File: src/rtl/vocoder_pkg.sv
// Shared vocoder definitions: fetch FSM state type and default bank geometry.
// Used by the carrier fetch and by the envelope/carrier mixer.
package vocoder_pkg;
    localparam int N_BANDS       = 15;
    localparam int SAMPLE_W      = 16;
    localparam int CARRIER_DEPTH = 1024;

    typedef enum logic [1:0] {
        IDLE  = 2'd0,
        ISSUE = 2'd1,
        DRAIN = 2'd2,
        DONE  = 2'd3
    } fetch_state_e;
endpackage

File: src/rtl/carrier_fetch_rdpipe.sv
// Read-tracking pipeline: carries (valid, band index) alongside each BRAM read
// so the tail lines up with the returned data word.
module carrier_fetch_rdpipe
    import vocoder_pkg::*;
#(
    parameter int LAT = 2,
    parameter int IW  = 4
) (
    input  logic          clk,
    input  logic          rst,
    input  logic          in_vld_i,
    input  logic [IW-1:0] in_idx_i,
    output logic          out_vld_o,
    output logic [IW-1:0] out_idx_o
);
    logic [LAT-1:0]         vld_q;
    logic [LAT-1:0][IW-1:0] idx_q;

    always_ff @(posedge clk or posedge rst) begin
        if (rst) begin
            vld_q <= '0;
            idx_q <= '0;
        end else begin
            vld_q[0] <= in_vld_i;
            idx_q[0] <= in_idx_i;
            for (int i = 1; i < LAT; i++) begin
                vld_q[i] <= vld_q[i-1];
                idx_q[i] <= idx_q[i-1];
            end
        end
    end

    assign out_vld_o = vld_q[LAT-1];
    assign out_idx_o = idx_q[LAT-1];
endmodule

File: src/rtl/carrier_bank_fetch.sv
// Per sample tick, reads one word from each of N carrier tables and presents the bank.
// Optional CARRIER_FETCH_OVR_COUNT_EN adds a saturating dropped-tick counter (ovr_count).
module carrier_bank_fetch
    import vocoder_pkg::*;
#(
    parameter int N      = N_BANDS,
    parameter int WIDTH  = SAMPLE_W,
    parameter int DEPTH  = CARRIER_DEPTH,
    parameter int RD_LAT = 2
) (
    input  logic                                clk,
    input  logic                                rst,
    input  logic                                sample_tick,
    output logic                                bram_en,
    output logic [$clog2(N*DEPTH)-1:0]          bram_addr,
    input  logic signed [WIDTH-1:0]             bram_dout,
    output logic [N-1:0][WIDTH-1:0]             carrier_out,
    output logic                                carrier_valid,
    output logic                                busy,
    output logic                                overrun
`ifdef CARRIER_FETCH_OVR_COUNT_EN
    ,
    output logic [7:0]                          ovr_count
`endif
);
    localparam int AW = $clog2(N*DEPTH);
    localparam int BW = (N > 1) ? $clog2(N) : 1;
    localparam int DW = (DEPTH > 1) ? $clog2(DEPTH) : 1;

    fetch_state_e           state_q, state_d;
    logic [BW-1:0]          band_q, band_d;
    logic [BW-1:0]          iss_band_q, iss_band_d;
    logic [DW-1:0]          phase_q, phase_d;
    logic                   bram_en_q, bram_en_d;
    logic [AW-1:0]          bram_addr_q, bram_addr_d;
    logic                   busy_q, busy_d;
    logic                   overrun_q, overrun_d;
    logic [N-1:0][WIDTH-1:0] carrier_q;
    logic                   cap_vld;
    logic [BW-1:0]          cap_idx;
    logic                   tick_drop;

    // A tick while busy (DONE cycle included) is dropped and only flagged.
    assign tick_drop = sample_tick & busy_q;

    carrier_fetch_rdpipe #(.LAT(RD_LAT), .IW(BW)) u_rdpipe (
        .clk       (clk),
        .rst       (rst),
        .in_vld_i  (bram_en_q),
        .in_idx_i  (iss_band_q),
        .out_vld_o (cap_vld),
        .out_idx_o (cap_idx)
    );

    always_comb begin
        state_d     = state_q;
        band_d      = band_q;
        iss_band_d  = iss_band_q;
        phase_d     = phase_q;
        bram_en_d   = 1'b0;
        bram_addr_d = bram_addr_q;
        busy_d      = busy_q;
        overrun_d   = overrun_q | tick_drop;
        case (state_q)
            IDLE: begin
                if (sample_tick) begin
                    state_d = ISSUE;
                    band_d  = '0;
                    busy_d  = 1'b1;
                end
            end
            ISSUE: begin
                // DEPTH is a power of two, so band*DEPTH + phase is a concatenation.
                bram_en_d   = 1'b1;
                bram_addr_d = AW'({band_q, phase_q});
                iss_band_d  = band_q;
                band_d      = band_q + 1'b1;
                if (band_q == BW'(N-1)) state_d = DRAIN;
            end
            DRAIN: begin
                if (cap_vld && cap_idx == BW'(N-1)) state_d = DONE;
            end
            DONE: begin
                phase_d = phase_q + 1'b1;
                busy_d  = 1'b0;
                state_d = IDLE;
            end
            default: state_d = IDLE;
        endcase
    end

    always_ff @(posedge clk or posedge rst) begin
        if (rst) begin
            state_q     <= IDLE;
            band_q      <= '0;
            iss_band_q  <= '0;
            phase_q     <= '0;
            bram_en_q   <= 1'b0;
            bram_addr_q <= '0;
            busy_q      <= 1'b0;
            overrun_q   <= 1'b0;
        end else begin
            state_q     <= state_d;
            band_q      <= band_d;
            iss_band_q  <= iss_band_d;
            phase_q     <= phase_d;
            bram_en_q   <= bram_en_d;
            bram_addr_q <= bram_addr_d;
            busy_q      <= busy_d;
            overrun_q   <= overrun_d;
        end
    end

    always_ff @(posedge clk or posedge rst) begin
        if (rst) begin
            carrier_q <= '0;
        end else if (cap_vld) begin
            carrier_q[cap_idx] <= bram_dout;
        end
    end

`ifdef CARRIER_FETCH_OVR_COUNT_EN
    logic [7:0] ovr_cnt_q, ovr_cnt_d;

    always_comb begin
        ovr_cnt_d = ovr_cnt_q;
        if (tick_drop && ovr_cnt_q != 8'hFF) ovr_cnt_d = ovr_cnt_q + 8'd1;
    end

    always_ff @(posedge clk or posedge rst) begin
        if (rst) ovr_cnt_q <= '0;
        else     ovr_cnt_q <= ovr_cnt_d;
    end

    assign ovr_count = ovr_cnt_q;
`endif

    assign bram_en       = bram_en_q;
    assign bram_addr     = bram_addr_q;
    assign carrier_out   = carrier_q;
    assign carrier_valid = (state_q == DONE);
    assign busy          = busy_q;
    assign overrun       = overrun_q;
endmodule

File: config.mk
export PLATFORM = sky130hd
export DESIGN_NAME = carrier_bank_fetch
export DESIGN_NICKNAME = d
export VERILOG_FILES = /design/src/rtl/vocoder_pkg.sv /design/src/rtl/carrier_fetch_rdpipe.sv /design/src/rtl/carrier_bank_fetch.sv
export SDC_FILE = /design/constraint.sdc
export NUM_CORES = 1
export LEC_CHECK = 0
export BUFFER_PORTS_ARGS = -buffer_cell sky130_fd_sc_hd__buf_2
export CELL_PAD_IN_SITES_DETAIL_PLACEMENT = 0
export CELL_PAD_IN_SITES_GLOBAL_PLACEMENT = 1
export CORE_MARGIN = 10
export CORE_UTILIZATION = 46
export DETAILED_ROUTE_END_ITERATION = 7
export HOLD_SLACK_MARGIN = 0.06
export PLACE_DENSITY = 0.92
export SKIP_CTS_REPAIR_TIMING = 1
export SLEW_MARGIN = 20
export SYNTH_ARGS = -nofsm -noshare
export SYNTH_HDL_FRONTEND = slang
export SYNTH_SLANG_ARGS = --single-unit
export TNS_END_PERCENT = 10
File: constraint.sdc
create_clock -name clk -period 23.6 [get_ports clk]
set_input_delay 3.54 -clock clk [delete_from_list [all_inputs] [get_ports clk]]
set_output_delay 3.54 -clock clk [all_outputs]
set_load 0.01 [all_outputs]
**Yosys cells after proc, flatten, opt, wreduce, memory -nomap -nowiden**

Cells that the tools add are included.

- Input port bits: 19
- Logic and storage cells: 60
- Register bits: 287

- Bitwise operators: 2
- Reductions and logical operators: 8
- Mux-type cells: 12
- Add/sub/neg operators: 2
- Eq/ne operators: 8
- $lt $le $gt $ge: 2

Operators by type and width:

| operator | count |
|---|---|
| bitwise mux 240 bit | 1 |
| demux 16 bit (select 4 bit) | 1 |
| 2-to-1 mux 16 bit | 1 |
| adder 10 x 1 -> 10 bit (second input constant) | 1 |
| equality test 4 bit (second input constant) | 2 |
| case mux 2 bit (4 select lines) | 1 |
| case mux 4 bit (2 select lines) | 1 |
| 2-to-1 mux 2 bit | 3 |
| != test 2 bit (second input constant) | 3 |
| < comparator 4 x 5 -> 1 bit (second input constant) | 1 |
| adder 4 x 1 -> 4 bit (second input constant) | 1 |
| equality test 2 bit (second input constant) | 2 |
| >= comparator 4 x 1 -> 1 bit (second input constant) | 1 |
| 2-to-1 mux 4 bit | 1 |
| AND reduction 2 bit | 2 |
| nonzero test 2 bit | 2 |
| AND reduction 3 bit | 1 |
| equality test 2 x 1 -> 1 bit (second input constant) | 1 |
| logical AND 1 bit | 2 |
| zero test 2 bit | 1 |
| 2-to-1 mux 1 bit | 2 |
| case mux 1 bit (2 select lines) | 1 |
| bitwise AND 1 bit | 1 |
| OR 1 bit | 1 |

**Longest topological paths before layout**

Gate-level depths: netlist of run 1.

- Depth in word-level cells: 5
- Depth in mapped cells: 7
- Depth with buffers taken out: 6

**Modules after synthesis**

A second synthesis of run 1 with hierarchy kept.

- Cells, all modules: 666
- Area, all modules: 10786.6 µm²

By module, submodules not included:

| module | seq. area each (µm²) | area each (µm²) | instances | cells each |
|---|---|---|---|---|
| carrier_bank_fetch | 6831.6 | 10502.6 | 1 | 651 |
| carrier_fetch_rdpipe | 250.2 | 284.0 | 1 | 15 |

**Worst setup path before layout of run 1**

OpenSTA, ideal clock, no wires.

- Path kind: input port to flip-flop
- Start point: input port sample_tick
- End point: register state_q[1]
- Path buffers: 0
- Cell stages on the path: 4
- Path slack: 19.154 ns
- Arrival time: 4.321 ns
- Path through: nand2b_1 > o21ai_0 > a21oi_1 > mux2_2

- Word-level cells in the longest chain between the ends: 2

RTL lines:

| what | RTL line | text |
|---|---|---|
| from (decl) | carrier_bank_fetch.sv:13 | `input logic sample_tick,` |
| != test 2 bit (no line) | -- |  |
| AND reduction 3 bit (no line) | -- |  |
| to (signal assigned) | carrier_bank_fetch.sv:103 | `state_q <= state_d;` |
| to (decl) | carrier_bank_fetch.sv:30 | `fetch_state_e state_q, state_d;` |

Every way passes these cells.
A chain may end at the register's enable or synchronous reset.

==> results.sh, run 1 <==
export IMPL_status="finished, final reports clean"
export IMPL_die_y_microns=173
export IMPL_path_cells="buf_2 > inv_8 > buf_6 > buf_4"
export IMPL_wl_mm=27.2
export IMPL_cts_made_buffers=29
export IMPL_max_slew_worst_pin_slew_ns=1.13
export IMPL_synth_compound_gate_area_share_pct=0.712
export IMPL_cts_sinks=283
export IMPL_synth_mux_area_share_pct=27.0
export IMPL_synth_adder_area_share_pct=0.933
export IMPL_ant_nets=0
export IMPL_cts_max_path_buffers=3
export IMPL_dp_slack_ns=17.42
export IMPL_nFillCells=1833
export IMPL_cts_tree="yes"
export IMPL_rows=55
export IMPL_yosysMostFrequentCell="dfrtp_1"
export IMPL_vias_per_cell=5.08
export IMPL_dieWidth_microns=173
export IMPL_start_util_pct=47.1
export IMPL_core_area_sq_um=22800
export IMPL_port_buffers=276
export IMPL_hold_violations=0
export IMPL_drv_slew=0
export IMPL_design_die_area_sq_um=29800
export IMPL_grt_usage_pct=18.0
export IMPL_timing_fmax_mhz=191
export IMPL_vias=6428
export IMPL_post_place_cells=1214
export IMPL_io_pins=277
export IMPL_areaGrowthSynthToFinish_pct=23.8
export IMPL_synthesis_nets=688
export IMPL_seq_area_frac_synth_pct=66.0
export IMPL_synth_top_area_share_pct=66.0
export IMPL_final_cells=1266
export IMPL_synth_common_cells="dfrtp_1 (283), mux2_2 (255), clkbuf_1 (17)"
export IMPL_slew_headroom_pct=24.8
export IMPL_clk_latency_ns=0.55
export IMPL_max_stage_delay_ns=0.72
export IMPL_drv_cap=0
export IMPL_cts_reportedPaths_clkPinSlew_ns=0.06
export IMPL_grt_start_max_net_pins=144
export IMPL_synth_edf_count=0
export IMPL_gp_congestion=0.776
export IMPL_finalCritPeriodShare_pct=22.2
export IMPL_n_antenna_cell=0
export IMPL_netlist_area_sq_um=10700
export IMPL_setup_slack_ns=18.37
export IMPL_antenna_found_initial=0
export IMPL_finClkSkew_ns=0.0208
export IMPL_synthDistinctLibCells=31
export IMPL_synthSimpleGateAreaFrac_pct=2.36
export IMPL_final_layout_size_suffix_gt1_share_pct=62.2
export IMPL_grt_pass1_wl_mm=42.8
export IMPL_synth_xor_area_share_pct=0.735
export IMPL_setup_viol=0
export IMPL_period_needed_ns=5.23
export IMPL_cp_arrival_ns=5.81
export IMPL_dpl_hpwl_mm=19.2
export IMPL_avgSynthCellArea_sq_um=16.2
export IMPL_required_ns=24.18
export IMPL_start_kind="input port"
export IMPL_yosys_warnings=0
export IMPL_h_tree_depth=1
export IMPL_p_leak_nw=6.90
export IMPL_synth_area_leader_cell="dfrtp_1"
export IMPL_cp_slowest_cell="buf_4"
export IMPL_ys_ff_latch=283
export IMPL_drc=0
export IMPL_drt_iter0_drc=339
export IMPL_synth_cells=661
export IMPL_finalNetCount=959
export IMPL_rsz0062_at_grt="no"
export IMPL_fin_setup_tns_ns=0
export IMPL_power_density_nw_per_um2=114
export IMPL_max_vdd_ir_drop_mv=0.0656
export IMPL_grt_pass1_vias=6836
export IMPL_routedWlPerCell_microns=21.5
export IMPL_synth_area_leaders="dfrtp_1 (66%), mux2_2 (27%), ha_1 (0.93%)"
export IMPL_cts_root_buffer="clkbuf_16"
export IMPL_drt_pass1_iterations=4
export IMPL_critPathMaxFanout=143
export IMPL_synthFlopType="dfrtp_1"
export IMPL_end_kind="asynchronous set/reset pin"
export IMPL_path_class="input port to asynchronous set/reset pin"
export IMPL_hp_class="flop to flop"
export IMPL_overflow=0
export IMPL_synth_top_family_by_area="multiplexers"
export IMPL_async_reset_ff_share_pct=100
==> per-layer routing <==
metal / up-vias / GRT usage (%) / part of all wire (%)
met4: 0 / 5.61 / 2.7
met2: 202 / 29.8 / 48
met3: 41 / 4.47 / 6.1
met1: 3324 / 22.8 / 43
met5: - / 0 / 0
li1: 2861 / - / -
==> critical path: cells and delay by family <==
family | cells | cell delay [ns]
buf+inv | 4 | 2.09
==> final timing paths <==
path,from,endpoint,slack (ns),cells past startpoint
worst min register to register,u_rdpipe.idx_q[1]$_DFF_PP0_,u_rdpipe.out_idx_o[1]$_DFF_PP0_,0.35,0
worst max register to register,state_q[1]$_DFFE_PP0P_,state_q[1]$_DFFE_PP0P_,21.49,6
max in group clk,state_q[0]$_DFFE_PP0P_,carrier_valid,18.54,2
worst min-delay path,u_rdpipe.idx_q[1]$_DFF_PP0_,u_rdpipe.out_idx_o[1]$_DFF_PP0_,0.35,0
worst max-delay path,rst,carrier_out[190]$_DFFE_PP0P_,18.37,4
min in group asynchronous,rst,carrier_out[73]$_DFFE_PP0P_,3.18,2
==> per-stage QoR <==
stage	hold WS (ns)	total power (W)	cell area [sq um]	util, %
global placement	0.333	0.00106	12300	54.1
global route	0.357	0.00159	13300	58.3
CTS	0.353	0.00153	13300	58.3
detailed placement	0.339	0.00107	12300	54.1
floorplan	0.331	0.000897	10700	-
finish	0.351	0.00151	13300	58.3
==> report_power, final <==
| part | switching, W | internal [W] |
|---|---|---|
| Combinational | 0.000197 | 0.000187 |
| Sequential | 0.0000706 | 0.000606 |
| Clock | 0.000183 | 0.000268 |
==> sequential cells by signal (all words and copies together) (netlist names) <==
name	flops
carrier_out	240
bram_addr	10
phase_q	10
band_q	4
iss_band_q	4
u_rdpipe.idx_q	4
u_rdpipe.out_idx_o	4
state_q	2
u_rdpipe.vld_q	2
bram_en	1
busy	1
overrun	1
==> cells in the final DEF, fill, tap and decap left out, types with 4 or more instances in the layout <==
cell | netlist | layout
and3_1 | 4 | 4
buf_2 | 12 | 276
clkbuf_1 | 17 | 4
clkbuf_16 | 0 | 29
clkbuf_8 | 0 | 7
clkinv_2 | 0 | 8
dfrtp_1 | 283 | 283
ha_1 | 8 | 8
inv_1 | 7 | 6
mux2_2 | 255 | 255
nand2_1 | 12 | 12
nand2b_1 | 7 | 7
nor2_2 | 7 | 7
o21ai_0 | 5 | 5
xnor2_1 | 6 | 6
==> cells by family after synthesis <==
| kind of cell | after synthesis |
|---|---|
| AOI/OAI and AO/OA | 12 |
| xor gates and xnor gates | 9 |
| muxes | 257 |
| and+or+nand+nor | 45 |
| adders and majority gates | 8 |
| buffers and inverters | 47 |
| DFF | 283 |
==> area by class of cell <==
type	instances	area, sq um	share of cell area, %
flip-flops and latches	283	7080	53.3
multi-input cells	331	3400	25.6
repair buffers	280	1420	10.7
clock buffers	40	837	6.30
well taps	313	392	2.95
clock inverters	12	116	0.876
inverters	7	33.8	0.254
(Power assumes the default switching activity.)
==> inputs of run 2 (changes only) <==
- CORE_UTILIZATION: 46 -> 43
- PLACE_DENSITY: 0.92 -> 0.87
- clock period: 23.6 -> 4.9 ns (I/O delays scaled with it)
==> run 2 against run 1 <==
Net effect:
- worst hold slack got worse by 0.0022 ns
- largest cell class unchanged
- sequential share of layout area fell by 0.32 points
- sequential cell count unchanged
- critical path type is now flop to primary output
- via count up 0.28%
- count of clock-buffer cells in the layout grew 1
==> results.sh, run 2 (synthesized netlist as in run 1, its figures left out) <==
export IMPL_hold_violations=0
export IMPL_rsz0062_at_grt="no"
export IMPL_min_from="u_rdpipe.idx_q[2]$_DFF_PP0_"
export IMPL_cp_num_buf_inv=1
export IMPL_cts_made_buffers=29
export IMPL_drc=0
export IMPL_clk_latency_ns=0.53
export IMPL_dpl_hpwl_mm=20.0
export IMPL_cts_sinks=283
export IMPL_grt_pass1_wl_mm=42.5
export IMPL_io_pins=277
export IMPL_critical_path_top_delay_family="flip-flops"
export IMPL_end_kind="primary output"
export IMPL_port_buffers=276
export IMPL_r2r_end="state_q[1]$_DFFE_PP0P_"
export IMPL_dieWidth_microns=178
export IMPL_antenna_found_initial=0
export IMPL_path_cells="ha_1 > buf_2"
export IMPL_vias_per_cell=5.04
export IMPL_whs_ns=0.349
export IMPL_largest_reg_flops=240
export IMPL_finalCritPeriodShare_pct=45.6
export IMPL_grt_pass1_vias=6913
export IMPL_critPathMaxFanout=8
export IMPL_cp_slowest_cell="dfrtp_1"
export IMPL_power_density_nw_per_um2=555
export IMPL_wl_mm=28.1
export IMPL_slew_headroom_pct=29.1
export IMPL_timing_rr_start="state_q[1]$_DFFE_PP0P_"
export IMPL_max_vdd_ir_drop_mv=0.430
export IMPL_final_layout_size_suffix_gt1_share_pct=62.0
export IMPL_cp_arrival_ns=1.50
export IMPL_start_kind="flop"
export IMPL_overflow=0
export IMPL_hold_path_depth=0
export IMPL_setup_viol=0
export IMPL_timing_fmax_mhz=447
export IMPL_drv_slew=0
export IMPL_drt_pass1_iterations=4
export IMPL_design_die_area_sq_um=31700
export IMPL_gp_congestion=0.782
export IMPL_rr_worst_depth=6
export IMPL_status="finished, final reports clean"
export IMPL_drt_iter0_drc=344
export IMPL_grt_start_max_net_pins=137
export IMPL_max_slew_worst_pin_slew_ns=1.06
export IMPL_ant_nets=0
export IMPL_finClkSkew_ns=0.00765
export IMPL_power_w=0.00741
export IMPL_cts_tree="yes"
export IMPL_rows=57
export IMPL_mostFrequentLayoutCells="dfrtp_1 (283), buf_2 (276), mux2_2 (255)"
export IMPL_period_needed_ns=2.23
export IMPL_cts_max_path_buffers=3
export IMPL_grt_usage_pct=17.3
export IMPL_routedWlPerCell_microns=22.0
export IMPL_hp_class="flop to flop"
export IMPL_cts_reportedPaths_clkPinSlew_ns=0.06
export IMPL_h_tree_depth=1
export IMPL_r2r_slack_ns=2.77
export IMPL_max_stage_delay_ns=0.40
export IMPL_areaGrowthSynthToFinish_pct=24.6
export IMPL_final_common_cell="dfrtp_1"
export IMPL_die_y_microns=178
export IMPL_cts_root_buffer="clkbuf_16"
export IMPL_start_util_pct=43.8
export IMPL_p_leak_nw=6.92
export IMPL_drv_cap=0
export IMPL_required_ns=4.16
export IMPL_finalNetCount=959
export IMPL_min_delay_worst_endpoint="u_rdpipe.out_idx_o[2]$_DFF_PP0_"
export IMPL_vias=6446
export IMPL_finish_utilization_pct=54.6
export IMPL_path_class="flop to primary output"
export IMPL_fin_setup_tns_ns=0
export IMPL_core_area_sq_um=24500
==> run 2: cell types whose count changed in the layout (fill, tap and decap cells not counted), moves of 2 or more <==
cell       delta
buf_12        +2
bufinv_16     +2
clkinv_4      +2
clkinv_2      -5
clkbuf_1      +2
==> run 2: cell type report <==
cell class,count,area (sq um)
fillers,2023,11100
flip-flops and latches,283,7080
multi-input cells,331,3400
repair buffers,280,1440
clock buffers,41,831
well taps,324,405
clock inverters,11,169
inverters,7,30.0
diodes,1,2.50
==> run 2: worst max path at each step <==
stage                               startpoint                      endpoint  slack (ns)  cells past startpoint
6_report                state_q[0]$_DFFE_PP0P_                 carrier_valid        2.67                      2
5_1_grt                 state_q[0]$_DFFE_PP0P_                 carrier_valid        2.55                      2
4_1_cts                 state_q[0]$_DFFE_PP0P_                 carrier_valid        2.62                      2
3_5_place_dp            state_q[1]$_DFFE_PP0P_        state_q[1]$_DFFE_PP0P_        2.76                      6
3_3_place_gp   u_rdpipe.out_idx_o[0]$_DFF_PP0_  carrier_out[197]$_DFFE_PP0P_        2.84                      3
2_1_floorplan                              rst         band_q[0]$_DFFE_PP0P_        0.42                      1
==> run 2: per-stage QoR <==
step           std cells  setup slack (ns)  instance area (sq um)
2_1_floorplan        661             0.416                  10700
3_3_place_gp        1225              2.84                  12400
3_5_place_dp        1225              2.76                  12400
4_1_cts             1277              2.62                  13400
5_1_grt             1277              2.55                  13400
6_report            1278              2.67                  13400
==> run 2: worst register-to-register path, delay by kind of cell, from the launching register on <==
family	cells	cell delay, ns
buffers and inverters	2	0.19
AO/OA/AOI/OAI	2	0.41
adder cells (fa/ha/maj)	1	0.70
flip-flops	1	0.41
multiplexers	1	0.31
==> run 2: power breakdown <==
part / switching (W) / internal (W)
clock network: 0.000904 / 0.00139
logic: 0.000956 / 0.000902
registers: 0.000339 / 0.00292
total: 0.00220 / 0.00521
==> run 2: layer usage <==
layer | vias to the layer above | GRT usage, % | wire (microns)
li1 | 2849 | - | -
met1 | 3370 | 20.9 | 11300
met2 | 183 | 29.9 | 14000
met3 | 44 | 4.59 | 2180
met4 | 0 | 4.65 | 655
met5 | - | 0 | 0
==> inputs of run 3 (changes only) <==
- ABC_AREA: default -> 1
- CORE_UTILIZATION: 43 -> 36
- PLACE_DENSITY: 0.87 -> 0.84
- clock period: 4.9 -> 1.8 ns (I/O delays scaled with it)
==> run 3 against run 2 <==
Net effect:
- register-to-register slack got worse by 2.5 ns
- total power increased to 2.9 times the previous value
- die area increased by 13%
- wire length increased by 14%
- combinational power increased to 3.2 times the previous value
- first-iteration DRC count increased by 53%
- area after synthesis decreased by 4.1%
- clock power increased to 2.8 times the previous value
- sequential cell count unchanged
- non-clock buffer count increased by 41
- largest cell class unchanged
- largest power group unchanged
==> results.sh, run 3 <==
export IMPL_antenna_found_initial=0
export IMPL_design_die_area_sq_um=35700
export IMPL_max_slew_worst_pin_slew_ns=0.389
export IMPL_timing_rr_start="state_q[1]$_DFFE_PP0P_"
export IMPL_rsz0062_at_grt="no"
export IMPL_core_area_sq_um=28000
export IMPL_io_pins=277
export IMPL_hold_violations=0
export IMPL_dpl_hpwl_mm=22.1
export IMPL_clk_latency_ns=0.55
export IMPL_gp_congestion=0.810
export IMPL_vias_per_cell=4.72
export IMPL_synthFlopType="dfrtp_1"
export IMPL_yosys_warnings=0
export IMPL_synth_common_cells="nand2_1 (305), dfrtp_1 (283), o21ai_0 (251)"
export IMPL_drc=0
export IMPL_die_y_microns=189
export IMPL_required_ns=1.53
export IMPL_h_tree_depth=1
export IMPL_seqPwrFrac_pct=43.4
export IMPL_vias=7991
export IMPL_cts_made_buffers=30
export IMPL_seq_area_frac_synth_pct=68.9
export IMPL_largest_reg_flops=240
export IMPL_cts_max_path_buffers=3
export IMPL_setup_slack_ns=0.0859
export IMPL_synth_area_leaders="dfrtp_1 (69%), o21ai_0 (12%), nand2_1 (11%)"
export IMPL_critPathMaxFanout=9
export IMPL_power_density_nw_per_um2=1640
export IMPL_cts_tree="yes"
export IMPL_end_kind="primary output"
export IMPL_gr_usage_met1_pct=22.2
export IMPL_final_layout_size_suffix_gt1_share_pct=28.3
export IMPL_avgSynthCellArea_sq_um=10.2
export IMPL_top_usage_layer="met2"
export IMPL_stdcell_area_sq_um=13300
export IMPL_rr_worst_depth=7
export IMPL_period_needed_ns=1.71
export IMPL_hold_path_depth=3
export IMPL_post_place_cells=1637
export IMPL_start_util_pct=36.7
export IMPL_mostFrequentLayoutCells="nand2_1 (305), dfrtp_1 (283), buf_2 (276)"
export IMPL_dpl_cell_area_sq_um=12200
export IMPL_r2r_end="band_q[3]$_DFFE_PP0P_"
export IMPL_drv_slew=0
export IMPL_dp_slack_ns=0.269
export IMPL_p_leak_nw=6.74
export IMPL_port_buffers=276
export IMPL_cp_arrival_ns=1.44
export IMPL_synth_top_area_share_pct=68.9
export IMPL_grt_usage_pct=17.5
export IMPL_finalNetCount=1320
export IMPL_ys_ff_latch=283
export IMPL_min_from="bram_dout[15]"
export IMPL_power_frac_comb_pct=27.4
export IMPL_async_reset_ff_share_pct=100
export IMPL_power_switching_w=0.00727
export IMPL_grt_util_met2_pct=28.8
export IMPL_drt_iter0_drc=525
export IMPL_status="finished, final reports clean"
export IMPL_areaGrowthSynthToFinish_pct=29.3
export IMPL_synthDistinctLibCells=19
export IMPL_wl_mm=32.0
export IMPL_synthesis_nets=1031
export IMPL_ant_nets=0
export IMPL_grt_pass1_vias=8052
export IMPL_cts_reportedPaths_clkPinSlew_ns=0.06
export IMPL_cts_sinks=283
export IMPL_drv_cap=0
export IMPL_grt_use_met3_pct=4.96
export IMPL_finalCritPeriodShare_pct=95.2
export IMPL_swShare_pct=33.4
export IMPL_hp_class="input port to flop"
export IMPL_start_kind="flop"
export IMPL_intPower_w=0.0145
export IMPL_final_cells=1692
export IMPL_routedWlPerCell_microns=18.9
export IMPL_finClkSkew_ns=0.00916
export IMPL_clkPwrFrac_pct=29.2
export IMPL_cts_root_buffer="clkbuf_16"
export IMPL_grt_pass1_wl_mm=49.4
export IMPL_netlist_area_sq_um=10300
export IMPL_synth_cells=1004
export IMPL_min_delay_worst_endpoint="carrier_out[63]$_DFFE_PP0P_"
export IMPL_slew_headroom_pct=74.0
export IMPL_r2r_slack_ns=0.28
export IMPL_synth_edf_count=0
export IMPL_max_vdd_ir_drop_mv=1.00
export IMPL_drt_pass1_iterations=5
export IMPL_setup_viol=0
export IMPL_path_class="flop to primary output"
export IMPL_rows=61
export IMPL_grt_start_max_net_pins=56
export IMPL_timing_fmax_mhz=583
export IMPL_final_common_cell="nand2_1"
export IMPL_dieWidth_microns=189
export IMPL_whs_ns=0.0924
export IMPL_synth_area_leader_cell="dfrtp_1"
export IMPL_yosysMostFrequentCell="nand2_1"
export IMPL_overflow=0
## run 3: cell types whose count changed after synthesis, moves of 5 or more
cell,before,now
buf_2,12,27
buf_4,7,0
clkbuf_1,17,37
inv_1,7,45
mux2_2,255,0
nand2_1,12,305
nand2b_1,7,0
nand3_1,3,13
nor2_1,3,15
nor2_2,7,2
o21ai_0,5,251
xnor2_1,6,0
## run 3: kinds of logic after synthesis
| logic type | count (synthesis) | share of synthesized area, % |
|---|---|---|
| buffers and inverters | 110 | 4.34 |
| xor gates and xnor gates | 6 | 0.511 |
| and+or+nand+nor | 338 | 12.6 |
| adders and majority gates | 8 | 0.974 |
| DFF | 283 | 68.9 |
| AOI/OAI and AO/OA | 259 | 12.7 |
## run 3: stage by stage
stage                     setup TNS [ns]  power (W)  util [%]
after floorplan                  -628.06     0.0125         -
after CTS                        -0.0651     0.0220      47.4
after global placement                 0     0.0154      43.7
after detailed placement               0     0.0156      43.7
final                                  0     0.0217      47.5
after global routing                   0     0.0233      47.4
## run 3: power groups by stage
stage | sequential [W] | clock, W | combinational, W
after floorplan | 0.0102 | 0 | 0.00228
after global placement | 0.00945 | 0 | 0.00595
after detailed placement | 0.00950 | 0 | 0.00610
after CTS | 0.00943 | 0.00649 | 0.00612
after global routing | 0.00971 | 0.00680 | 0.00677
final | 0.00943 | 0.00635 | 0.00596
## run 3: how the worst max path moves through the flow
stage                                   to  slack [ns]                    from  cells after the start
finish                       carrier_valid        0.09  state_q[0]$_DFFE_PP0P_                      2
global route                 carrier_valid       0.009  state_q[1]$_DFFE_PP0P_                      2
CTS                          carrier_valid       -0.07  state_q[0]$_DFFE_PP0P_                      2
detailed placement  phase_q[6]$_DFFE_PP0P_        0.27  state_q[0]$_DFFE_PP0P_                      5
global placement    phase_q[6]$_DFFE_PP0P_        0.33  state_q[0]$_DFFE_PP0P_                      5
floorplan            band_q[0]$_DFFE_PP0P_       -2.22                     rst                      1
## run 3: metal layers
| layer | wire length (microns) | share of wire [%] |
|---|---|---|
| met1 | 13500 | 42 |
| met5 | 0 | 0 |
| met4 | 686 | 2.1 |
| met3 | 2680 | 8.4 |
| met2 | 15000 | 47 |
## run 3: worst max-delay path, stage by stage (launching register included)
cell and delay [ns]:
dfrtp_1 0.41, ha_2 0.31, buf_2 0.18
## run 3: cell type report
| cell class | count | area, sq um |
|---|---|---|
| Antenna cell | 1 | 2.50 |
| Tap cell | 378 | 473 |
| Timing Repair Buffer | 321 | 1770 |
| Fill cell | 2603 | 14700 |
| Clock inverter | 8 | 123 |
| Clock buffer | 44 | 905 |
| Inverter | 46 | 176 |
| Sequential cell | 283 | 7080 |
| Multi-Input combinational cell | 611 | 2760 |
